<file path="src/rtl/ws2812_frame_ctrl_if.sv">
// Pixel fetch handshake between the WS2812 frame sequencer (master) and the
// pixel store / pattern logic (slave).
interface ws2812_frame_ctrl_if #(
    parameter int ADDR_W = 8
);
    logic              pix_req;
    logic [ADDR_W-1:0] pix_addr;
    logic              pix_valid;
    logic [23:0]       pix_data;

    modport master (
        output pix_req,
        output pix_addr,
        input  pix_valid,
        input  pix_data
    );

    modport slave (
        input  pix_req,
        input  pix_addr,
        output pix_valid,
        output pix_data
    );
endinterface

</file>
<file path="src/rtl/ws2812_frame_ctrl.sv">
// WS2812B frame sequencer: leading RET, NUM_LEDS GRB words fetched with one-deep
// prefetch and serialised MSB-first on dout, trailing RET, then a done pulse.
module ws2812_frame_ctrl #(
    parameter int NUM_LEDS = 8,
    parameter int ADDR_W   = 8,
    parameter int T0H      = 40,
    parameter int T1H      = 80,
    parameter int TBIT     = 125
) (
    input  logic                clk,
    input  logic                reset,
    input  logic                start,
    output logic                busy,
    output logic                done,
    output logic                underrun,
    output logic                ret_en,
    input  logic                ret_done,
    ws2812_frame_ctrl_if.master pix,
    output logic                dout
);
    localparam int TW = $clog2(TBIT);
    localparam logic [TW-1:0]     TIMER_LAST = TW'(TBIT - 1);
    localparam logic [TW-1:0]     T0H_C      = TW'(T0H);
    localparam logic [TW-1:0]     T1H_C      = TW'(T1H);
    localparam logic [ADDR_W-1:0] LAST_ADDR  = ADDR_W'(NUM_LEDS - 1);

    typedef enum logic [2:0] {IDLE, RET_PRE, FETCH, SEND, RET_POST} state_t;

    state_t            state;
    state_t            state_next;
    logic [TW-1:0]     timer;
    logic [4:0]        bit_idx;
    logic [23:0]       shift_reg;
    logic [23:0]       next_buf;
    logic              next_full;
    logic              last_px;
    logic              req;
    logic [ADDR_W-1:0] addr;
    logic              dout_q;
    logic              dout_next;
    logic              load_now;
    logic [23:0]       load_data;
    logic              take;
    logic              bit_end;
    logic              px_end;
    logic              buf_avail;

    assign pix.pix_req  = req;
    assign pix.pix_addr = addr;
    assign dout         = dout_q;

    assign take      = req && pix.pix_valid;
    assign bit_end   = (timer == TIMER_LAST);
    assign px_end    = bit_end && (bit_idx == 5'd0);
    // A word arriving exactly on the boundary cycle counts as ready.
    assign buf_avail = next_full || take;

    always_comb begin
        state_next = state;
        busy       = (state != IDLE);
        ret_en     = (state == RET_PRE) || (state == RET_POST);
        dout_next  = 1'b0;
        load_now   = 1'b0;
        load_data  = next_full ? next_buf : pix.pix_data;
        case (state)
            IDLE:     if (start) state_next = RET_PRE;
            RET_PRE:  if (ret_done) state_next = FETCH;
            FETCH: begin
                if (take) begin
                    state_next = SEND;
                    load_now   = 1'b1;
                    load_data  = pix.pix_data;
                end
            end
            SEND: begin
                dout_next = (timer < (shift_reg[23] ? T1H_C : T0H_C));
                if (px_end) begin
                    if (last_px)        state_next = RET_POST;
                    else if (buf_avail) load_now   = 1'b1;
                    else                state_next = FETCH;
                end
            end
            RET_POST: if (ret_done) state_next = IDLE;
            default:  state_next = IDLE;
        endcase
    end

    always_ff @(posedge clk) begin
        if (reset) state <= IDLE;
        else       state <= state_next;
    end

    // dout is registered so the strip pin never sees decode glitches.
    always_ff @(posedge clk) begin
        if (reset) begin
            timer     <= '0;
            bit_idx   <= '0;
            shift_reg <= '0;
            next_buf  <= '0;
            next_full <= 1'b0;
            last_px   <= 1'b0;
            req       <= 1'b0;
            addr      <= '0;
            dout_q    <= 1'b0;
            done      <= 1'b0;
            underrun  <= 1'b0;
        end else begin
            done   <= 1'b0;
            dout_q <= dout_next;
            case (state)
                IDLE: begin
                    if (start) begin
                        underrun  <= 1'b0;
                        addr      <= '0;
                        next_full <= 1'b0;
                    end
                end
                RET_PRE: if (ret_done) req <= 1'b1;
                SEND: begin
                    if (take) begin
                        next_buf  <= pix.pix_data;
                        next_full <= 1'b1;
                        req       <= 1'b0;
                    end
                    if (bit_end) begin
                        timer     <= '0;
                        shift_reg <= shift_reg << 1;
                        bit_idx   <= bit_idx - 5'd1;
                    end else begin
                        timer <= timer + 1'b1;
                    end
                    if (px_end && !last_px && !buf_avail) underrun <= 1'b1;
                end
                RET_POST: if (ret_done) done <= 1'b1;
                default: ;
            endcase
            // Loading a word also launches the prefetch of the following pixel.
            if (load_now) begin
                shift_reg <= load_data;
                bit_idx   <= 5'd23;
                timer     <= '0;
                next_full <= 1'b0;
                last_px   <= (addr == LAST_ADDR);
                if (addr != LAST_ADDR) begin
                    addr <= addr + 1'b1;
                    req  <= 1'b1;
                end else begin
                    req <= 1'b0;
                end
            end
        end
    end
endmodule
</file>
<file path="src/flat_wrapper.sv">
// flat-port wrapper written by rule: the top's interface ports become plain ports
module ws2812_frame_ctrl_flat 
#(
    parameter int NUM_LEDS = 8,
    parameter int ADDR_W   = 8,
    parameter int T0H      = 40,
    parameter int T1H      = 80,
    parameter int TBIT     = 125
)
  (clk, reset, start, busy, done, underrun, ret_en, ret_done, dout, pix_pix_req, pix_pix_addr, pix_pix_valid, pix_pix_data);
  ws2812_frame_ctrl_if #(.ADDR_W(ADDR_W)) pix_i ();
  input  logic clk;
  input  logic reset;
  input  logic start;
  output logic busy;
  output logic done;
  output logic underrun;
  output logic ret_en;
  input  logic ret_done;
  output logic dout;
  output wire logic [$bits(pix_i.pix_req)-1:0] pix_pix_req;
  output wire logic [$bits(pix_i.pix_addr)-1:0] pix_pix_addr;
  input wire logic [$bits(pix_i.pix_valid)-1:0] pix_pix_valid;
  input wire logic [$bits(pix_i.pix_data)-1:0] pix_pix_data;
  assign pix_pix_req = pix_i.pix_req;
  assign pix_pix_addr = pix_i.pix_addr;
  assign pix_i.pix_valid = pix_pix_valid;
  assign pix_i.pix_data = pix_pix_data;
  ws2812_frame_ctrl #(.NUM_LEDS(NUM_LEDS), .ADDR_W(ADDR_W), .T0H(T0H), .T1H(T1H), .TBIT(TBIT)) u_core (.clk(clk), .reset(reset), .start(start), .busy(busy), .done(done), .underrun(underrun), .ret_en(ret_en), .ret_done(ret_done), .pix(pix_i), .dout(dout));
endmodule
</file>
<file path="config.mk">
export PLATFORM = sky130hd
export DESIGN_NAME = ws2812_frame_ctrl_flat
export DESIGN_NICKNAME = d
export VERILOG_FILES = /design/src/rtl/ws2812_frame_ctrl_if.sv /design/src/rtl/ws2812_frame_ctrl.sv /design/src/flat_wrapper.sv
export SDC_FILE = /design/constraint.sdc
export NUM_CORES = 1
export LEC_CHECK = 0
export CORE_UTILIZATION = 52
export CTS_BUF_LIST = sky130_fd_sc_hd__clkbuf_4 sky130_fd_sc_hd__clkbuf_8
export CTS_CLUSTER_DIAMETER = 120
export DETAILED_ROUTE_END_ITERATION = 10
export HOLD_SLACK_MARGIN = 0.15
export PLACE_DENSITY = 0.78
export SLEW_MARGIN = 10
export SYNTH_ARGS = -nofsm -noshare
export SYNTH_HDL_FRONTEND = slang
export SYNTH_SLANG_ARGS = --single-unit
</file>
<file path="constraint.sdc">
create_clock -name clk -period 2.2 [get_ports clk]
set_clock_uncertainty 0.2 [all_clocks]
set_input_delay 0.33 -clock clk [delete_from_list [all_inputs] [get_ports clk]]
set_output_delay 0.33 -clock clk [all_outputs]
set_load 0.05 [all_outputs]
</file>
==> results of run 1 <==
==> power by group through the flow <==
stage	registers (mW)	clock network [mW]	logic [mW]
detailed placement	1.46	0	0.350
CTS	1.43	0.968	0.366
global route	1.43	1.03	0.422
global placement	1.46	0	0.345
floorplan	1.48	0	0.183
finish	1.43	0.952	0.396
==> stage by stage <==
stage / std cells / total power, mW
after CTS: 575 / 2.765
final: 577 / 2.780
after floorplan: 427 / 1.663
after global placement: 552 / 1.808
after detailed placement: 552 / 1.813
after global routing: 577 / 2.882
==> per-layer routing <==
metal,vias up,wire length (um)
met4,0,195
met2,108,4401
met3,23,438
li1,1653,-
met5,-,0
met1,1599,3828
==> worst max-delay path by stage <==
stage | start | endpoint | slack, ns | cells after the start
floorplan | u_core.bit_idx[1] | u_core.pix.pix_addr[6] | -0.01 | 7
global placement | pix_pix_valid | u_core.shift_reg[11] | -0.26 | 5
detailed placement | pix_pix_valid | u_core.shift_reg[19] | -0.30 | 5
CTS | u_core.bit_idx[1] | u_core.shift_reg[8] | -0.08 | 8
global route | u_core.bit_idx[0] | u_core.shift_reg[8] | -0.08 | 9
finish | u_core.bit_idx[1] | u_core.shift_reg[15] | -0.02 | 9
==> cells in the final DEF (no fill, tap or decap), types with 7 or more instances in the layout <==
master,count
buf_12,7
clkdlybuf4s50_1,39
a211oi_1,7
clkbuf_8,10
buf_4,30
o21ai_0,7
a221o_1,18
a21oi_2,14
nand3_1,10
or3_1,7
mux2i_1,8
nor2_1,16
a21oi_1,41
nand2_1,102
dfxtp_1,75
==> worst max-delay path, delay by kind of cell (launching register included) <==
kind	cells	cell delay, ns
AO/OA/AOI/OAI	1	0.30
adder cells (fa/ha/maj)	1	0.12
buffers and inverters	4	0.47
flip-flops	1	0.33
AND/OR/NAND/NOR	3	0.68
==> cell type report <==
cell class | instances | area (um^2) | share of cell area [%]
Tap cell | 77 | 96.34 | 2.034
Multi-Input combinational cell | 318 | 2077 | 43.85
Clock inverter | 4 | 23.77 | 0.5018
Sequential cell | 77 | 1544 | 32.59
Inverter | 7 | 26.28 | 0.5547
Clock buffer | 12 | 152.6 | 3.222
Timing Repair Buffer | 82 | 817.0 | 17.25
==> cells by family after synthesis <==
kind of cell             Yosys count  synth area share (%)
AND/OR/NAND/NOR                  177                 24.45
AO/OA/AOI/OAI                    116                 21.28
flip-flops                        77                 43.47
buffers and inverters             33                 3.776
multiplexers                       9                 2.576
XOR/XNOR                           8                 1.976
adder cells (fa/ha/maj)            7                 2.470
==> what timing repair did <==
item / 4_1_cts / 5_1_grt
buffers inserted: 6 / 4
hold endpoints to repair: 0 / 0
setup endpoints to repair: 34 / 39
gates resized for setup: 10 / 33
cloned: 1 / 0
pin swaps: 10 / 8
==> results.toml, run 1 <==
[run_status]
outcome = "finished with violations"
violations = "setup timing"

[logic_synthesis]
synth_area_per_cell_um2 = 8.304
synth-seq-cells = 77
synth_edf_count = 0
synth_cell_types = 50
yosys-top-cells-area = "dfxtp_1 (43%), nand2_1 (11%), a21oi_1 (8.0%)"
netlist_area_mm2 = 0.003546
ys_warn_count = 0
ys_seq_area_share_pct = 43.47
yosys_most_used_dff = "dfxtp_1"
synthCells = 427
yosys-top-cells-count = "nand2_1 (102), dfxtp_1 (77), a21oi_1 (57)"
async_flop_share_pct = 0
yosysTopAreaCell = "dfxtp_1"
yosysMostFrequentCell = "nand2_1"
syn-num-nets = 463
yosysTopAreaCellShare_pct = 43.47

[grt]
met3_usage_pct = 5.408
antenna_found_initial = 0
grt_use_total_pct = 24.30
grt_first_pass_wirelength_um = 13960
grtUsageMet2_pct = 40.95
top_usage_layer = "met2"
met1_usage_pct = 29.88
overflow = 0
grt_max_degree = 51
first_global_vias = 3143

[sta]
worstMarginPinSlew_ns = 0.7104
min_period_ns = 2.223
max_freq_mhz = 449.9
finalMaxSlewViolations = 0
fin_ws_ns = -0.02290
finalSetupViolations = 14
holdWs_ns = 0.2599
slew_headroom_pct = 52.48
final.period_utilization_pct = 101.0
setup_tns_ns = -0.1107
hold_violations = 0
rsz0062_at_grt = "true"

[floorplan]
rows = 29
die_h_um = 84.58
die_w_um = 84.58
start_util_pct = 54.90
core_mm2 = 0.006459
io_pins = 43
dieArea_mm2 = 0.007153

[cts]
clock_sinks = 77
clockBufferDepth = 2
clock_latency_ns = 0.35
cts_made_buffers = 9
hold_buffers = 0
htreeDepth = 3
clk_pin_slew_ns = 0.08
cts_tree = "built"
root_buffer = "clkbuf_8"

[place]
port-buffer-count = 42
place_congestion = 0.8372
dp_hpwl_um = 5298
dpl-instance-area_mm2 = 0.004302
place_ws_ns = -0.3042

[route]
wl_um = 8864
viasPerCell = 5.863
first_pass_iters = 4
vias = 3383
final_antenna_net_count = 0
wl_per_cell_um = 15.36
drt_iter0_markers = 192
drc = 0

[setup_path]
crit_chain = "inv_2 > ha_4 > or4b_4 > nor3_4 > buf_6 > buf_6 > nor4b_4 > buf_12 > a221o_1"
r2r_start = "u_core.bit_idx[1]"
r2r_cells = 9
worstSetupEndpointType = "flop"
crit_required_ns = 2.23
reg2reg_to = "u_core.shift_reg[15]"
max_stage_delay_ns = 0.49
cp_max_fo = 18
critPathMostFrequentCell = "buf_6"
critPathSlowestCell = "or4b_4"
r2r_setup_slack_ns = -0.02
crit_arrival_ns = 2.25
startpoint_type = "flop"
path_class = "reg2reg"

[power]
combPwrFrac_pct = 14.2
p_int_mw = 2.053
leakage_nw = 1.700
seqPwrFrac_pct = 51.5
ir_drop_mv = 0.4406
p_per_area_mw_per_mm2 = 586.8
p_sw_mw = 0.7267
pwr-share-clk_pct = 34.3
swShare_pct = 26.14

[layout]
fillers = 472
drive_above_1_share_pct = 21.20
fin_area_mm2 = 0.004737
nets = 531
syn_to_final_growth_pct = 33.59
antenna_cells = 0
post-route-util_pct = 73.34

[min_path]
hold_end = "u_core.next_buf[0]"
hold_start = "u_core.next_buf[0]"
hold_depth = 2
hold_path_class = "reg2reg"

[job]
cap_violations = 0
Note: power is estimated with default switching activity, not from simulation.
==> run 2, diff against run 1 <==
--- a/config.mk
+++ b/config.mk
@@ -5,12 +5,12 @@
 export SDC_FILE = /design/constraint.sdc
 export NUM_CORES = 1
 export LEC_CHECK = 0
-export CORE_UTILIZATION = 52
+export CORE_MARGIN = 1.5
+export CORE_UTILIZATION = 40
 export CTS_BUF_LIST = sky130_fd_sc_hd__clkbuf_4 sky130_fd_sc_hd__clkbuf_8
 export CTS_CLUSTER_DIAMETER = 120
 export DETAILED_ROUTE_END_ITERATION = 10
 export HOLD_SLACK_MARGIN = 0.15
-export PLACE_DENSITY = 0.78
 export SLEW_MARGIN = 10
 export SYNTH_ARGS = -nofsm -noshare
 export SYNTH_HDL_FRONTEND = slang
==> run 2 against run 1 <==
Against the previous run:
- the run now ends clean
- clock power up 21%
- combinational power down 6.1%
- first-iteration DRC count down 37%
- sequential power about the same
- utilization down 18 points
- total power up 6.3%
- largest cell class unchanged
- via count down 4.3%
- critical endpoint is now u_core.pix.pix_addr[1]
- critical path depth down 2
- routed wire length down 2.9%
- hold slack worse by 0.074 ns
==> results.toml, run 2 (synthesis gave the netlist of run 1 again) <==
[cts]
cts_tree = "built"
htreeDepth = 3
clockBufferDepth = 2
clock_sinks = 77
clk_pin_slew_ns = 0.09
clock_latency_ns = 0.36
root_buffer = "clkbuf_8"
cts_made_buffers = 9

[layout]
fin_area_mm2 = 0.004765
syn_to_final_growth_pct = 34.37
final_common_cell = "nand2_1"
antenna_cells = 0
post-route-util_pct = 55.17
final_cell_mix = "nand2_1 (102), dfxtp_1 (75), a21oi_1 (56), buf_4 (45), clkdlybuf4s50_1 (33)"
drive_above_1_share_pct = 19.45
nets = 540
layout.cells.non_filler = 617

[sta]
rsz0062_at_grt = "true"
fin_ws_ns = 0.04263
max_freq_mhz = 463.5
finalMaxSlewViolations = 0
finalSetupViolations = 0
worstMarginPinSlew_ns = 0.5099
slew_headroom_pct = 65.95
holdWs_ns = 0.1855
setup_tns_ns = 0
final.period_utilization_pct = 98.06
min_period_ns = 2.157
hold_violations = 0

[route]
first_pass_iters = 4
wl_per_cell_um = 13.95
final_antenna_net_count = 0
drt_iter0_markers = 121
vias = 3238
wl_um = 8605
viasPerCell = 5.248
drc = 0

[setup_path]
critPathSlowestCell = "or4b_4"
cp_max_fo = 8
startpoint_type = "flop"
crit_chain = "inv_2 > ha_4 > or4b_4 > nor3_4 > a21oi_4 > or4b_4 > o41ai_2"
path_class = "reg2reg"
crit_required_ns = 2.27
cp_top_family = "simple AND/OR/NAND/NOR gates"
crit_buf_inv = 1
max_stage_delay_ns = 0.49
critPathMostFrequentCell = "or4b_4"
worstSetupEndpointType = "flop"
crit_arrival_ns = 2.23

[floorplan]
die_h_um = 97.15
dieArea_mm2 = 0.009438
rows = 34
die_w_um = 97.15
core_mm2 = 0.008636
start_util_pct = 41.06
io_pins = 43

[place]
dpl-instance-area_mm2 = 0.004375
dp_hpwl_um = 5835
port-buffer-count = 42
dp.cells = 591
place_congestion = 0.7867
place_ws_ns = -0.3615

[grt]
overflow = 0
grt_use_total_pct = 18.86
antenna_found_initial = 0
grt_max_degree = 30
first_global_vias = 3056
grt_first_pass_wirelength_um = 14660

[power]
p_per_area_mw_per_mm2 = 620.1
power_mw = 2.954
ir_drop_mv = 0.4276
leakage_nw = 1.841

[job]
cap_violations = 0

[run_status]
outcome = "finished, final reports clean"

[min_path]
hold_path_class = "in2reg"
run 2: timing repair:
item	in CTS	in global routing
gates cloned	0	0
hold buffers	0	0
resized for setup	7	17
endpoints found under the setup margin	35	40
setup buffers	6	4
pin swaps	8	4
run 2: worst min-delay path, stage by stage:
cell     delay, ns
buf_2         0.16
buf_4         0.17
a21oi_1       0.04
run 2: layer usage:
layer / GRT usage, % / vias up / share of wire (%)
li1: - / 1671 / -
met1: 26.24 / 1517 / 49
met2: 29.10 / 42 / 47
met3: 4.101 / 8 / 3.2
met4: 6.132 / 0 / 1.2
met5: 0 / - / 0
run 2: power by group:
part | total [mW] | switching, mW | internal, mW
registers | 1.43 | 0.0176 | 1.42
clock network | 1.15 | 0.566 | 0.584
logic | 0.372 | 0.200 | 0.172
total | 2.95 | 0.783 | 2.17
run 2: layout make-up:
type / count / area (um^2)
Fill cell: 829 / 3871
Multi-Input combinational cell: 317 / 1968
Sequential cell: 77 / 1544
Timing Repair Buffer: 92 / 879.6
Clock buffer: 11 / 145.1
Tap cell: 108 / 135.1
Clock inverter: 5 / 66.31
Inverter: 7 / 26.28
run 2: path summary, 6_finish.rpt:
path | from | endpoint | slack (ns) | cells after the start
worst max-delay path | u_core.bit_idx[0] | u_core.pix.pix_addr[1] | 0.04 | 7
worst min-delay path | reset | u_core.next_buf[0] | 0.19 | 3
worst max register to register | u_core.bit_idx[0] | u_core.pix.pix_addr[1] | 0.04 | 7
worst min register to register | u_core.next_buf[9] | u_core.next_buf[9] | 0.26 | 2
==> run 3, diff against run 2 <==
--- a/config.mk
+++ b/config.mk
@@ -11,6 +11,7 @@
 export CTS_CLUSTER_DIAMETER = 120
 export DETAILED_ROUTE_END_ITERATION = 10
 export HOLD_SLACK_MARGIN = 0.15
+export RECOVER_POWER = 50
 export SLEW_MARGIN = 10
 export SYNTH_ARGS = -nofsm -noshare
 export SYNTH_HDL_FRONTEND = slang
==> run 3 against run 2 <==
Against the previous run:
- count of clock-buffer cells in the layout unchanged
- worst setup slack worse by 0.0017 ns
- non-clock buffer count unchanged
- first-iteration DRC count up 16%
- largest cell class unchanged
- fmax about the same
- register-to-register slack about the same
- sequential power about the same
- cell count unchanged
- die area unchanged
==> results.toml, run 3 (synthesis gave the netlist of run 1 again) <==
[sta]
finalSetupViolations = 0
finalMaxSlewViolations = 0
fin_ws_ns = 0.04096
slew_headroom_pct = 59.80
hold_violations = 0
rsz0062_at_grt = "true"
worstMarginPinSlew_ns = 0.6056
final.period_utilization_pct = 98.14
max_freq_mhz = 463.2
holdWs_ns = 0.1894
min_period_ns = 2.159

[job]
cap_violations = 0

[run_status]
outcome = "finished, final reports clean"

[layout]
layout.cells.non_filler = 617
antenna_cells = 0
final_cell_mix = "nand2_1 (102), dfxtp_1 (75), a21oi_1 (56), buf_4 (43), clkdlybuf4s50_1 (33)"
fillers = 838
post-route-util_pct = 54.52
nets = 540
drive_above_1_share_pct = 19.25
syn_to_final_growth_pct = 32.78
final_common_cell = "nand2_1"
fin_area_mm2 = 0.004708

[setup_path]
worstSetupEndpointType = "flop"
startpoint_type = "flop"
critPathSlowestCell = "or4b_4"
crit_arrival_ns = 2.22
max_stage_delay_ns = 0.49
cp_max_fo = 8
r2r_cells = 7
r2r_setup_slack_ns = 0.04
critPathMostFrequentCell = "or4b_4"
reg2reg_to = "u_core.pix.pix_addr[1]"
path_class = "reg2reg"
r2r_start = "u_core.bit_idx[0]"
crit_required_ns = 2.27
crit_chain = "inv_2 > ha_4 > or4b_4 > nor3_4 > a21oi_4 > or4b_4 > o41ai_2"

[place]
dpl-instance-area_mm2 = 0.004375
dp.cells = 591
place_ws_ns = -0.3615
place_congestion = 0.7867
port-buffer-count = 42
dp_hpwl_um = 5835

[grt]
met1_usage_pct = 26.24
antenna_found_initial = 0
overflow = 0
grtUsageMet2_pct = 29.10
top_usage_layer = "met2"
met3_usage_pct = 4.101
grt_first_pass_wirelength_um = 14660
grt_max_degree = 30
first_global_vias = 3056
grt_use_total_pct = 18.86

[route]
wl_per_cell_um = 13.87
wl_um = 8558
viasPerCell = 5.277
vias = 3256
drc = 0
final_antenna_net_count = 0
drt_iter0_markers = 140
first_pass_iters = 7

[cts]
hold_buffers = 0
htreeDepth = 3
cts_tree = "built"
root_buffer = "clkbuf_8"
clk_pin_slew_ns = 0.09
cts_made_buffers = 9
clockBufferDepth = 2
clock_sinks = 77
clock_latency_ns = 0.36

[min_path]
hold_start = "reset"
hold_end = "u_core.next_buf[0]"
hold_path_class = "in2reg"
hold_depth = 3

[floorplan]
io_pins = 43
rows = 34
start_util_pct = 41.06
die_h_um = 97.15
dieArea_mm2 = 0.009438
core_mm2 = 0.008636
die_w_um = 97.15

[power]
p_per_area_mw_per_mm2 = 626.5
ir_drop_mv = 0.4267
leakage_nw = 1.745
## run 3: cell count changes in the layout (fill, tap and decap cells not counted), sizes merged
| cell | previous run | this run |
|---|---|---|
| dlymetal6s2s | 6 | 2 |
| clkbuf | 11 | 18 |
| buf | 53 | 50 |
## run 3: critical path: cells and delay by family (launching register included)
kind                       cells  cell delay (ns)
AOI/OAI and AO/OA              2             0.19
adders and majority gates      1             0.12
DFF                            1             0.33
and+or+nand+nor                3             1.17
buffers and inverters          1             0.06
## run 3: through the flow
stage | power [mW] | setup TNS (ns)
floorplan | 1.663 | -0.01445
global placement | 1.816 | -7.823
detailed placement | 1.821 | -9.745
CTS | 2.972 | 0
global route | 3.097 | -0.2358
finish | 2.950 | 0
## run 3: worst max path at each step
stage          slack (ns)         startpoint                     end  depth (start not counted)
6_report             0.04  u_core.bit_idx[0]  u_core.pix.pix_addr[1]                          7
5_1_grt             -0.04  u_core.bit_idx[0]  u_core.pix.pix_addr[1]                          7
4_1_cts            0.0001  u_core.bit_idx[0]  u_core.pix.pix_addr[1]                          7
3_5_place_dp        -0.36      pix_pix_valid    u_core.shift_reg[22]                          5
3_3_place_gp        -0.29      pix_pix_valid         u_core.timer[4]                          6
2_1_floorplan       -0.01  u_core.bit_idx[1]  u_core.pix.pix_addr[6]                          7
## run 3: layout make-up
| cell class | instances | area (um^2) | share of cell area [%] |
|---|---|---|---|
| clock buffer | 11 | 145.1 | 3.083 |
| clock inverter | 5 | 66.31 | 1.408 |
| inverter | 7 | 26.28 | 0.5581 |
| multi-input combinational | 317 | 1968 | 41.80 |
| sequential | 77 | 1544 | 32.79 |
| tap | 108 | 135.1 | 2.870 |
| timing repair buffer | 92 | 823.3 | 17.49 |
## run 3: where the power goes
part	total (mW)	internal (mW)	switching (mW)	leakage, nW
Sequential	1.43	1.42	0.0176	0.622
Clock	1.15	0.584	0.562	0.106
Combinational	0.370	0.171	0.199	1.02
## run 3: what timing repair did
item | 4_1_cts | 5_1_grt
endpoints found under the setup margin | 35 | 40
buffers inserted | 6 | 4
pin swaps | 8 | 4
gates resized for setup | 7 | 17
## run 3: routing by layer
layer	wire length, um	up-vias	part of all wire (%)
met3	266	8	3.1
met4	104	0	1.2
met2	4009	46	47
met1	4177	1532	49
met5	0	-	0
li1	-	1670	-
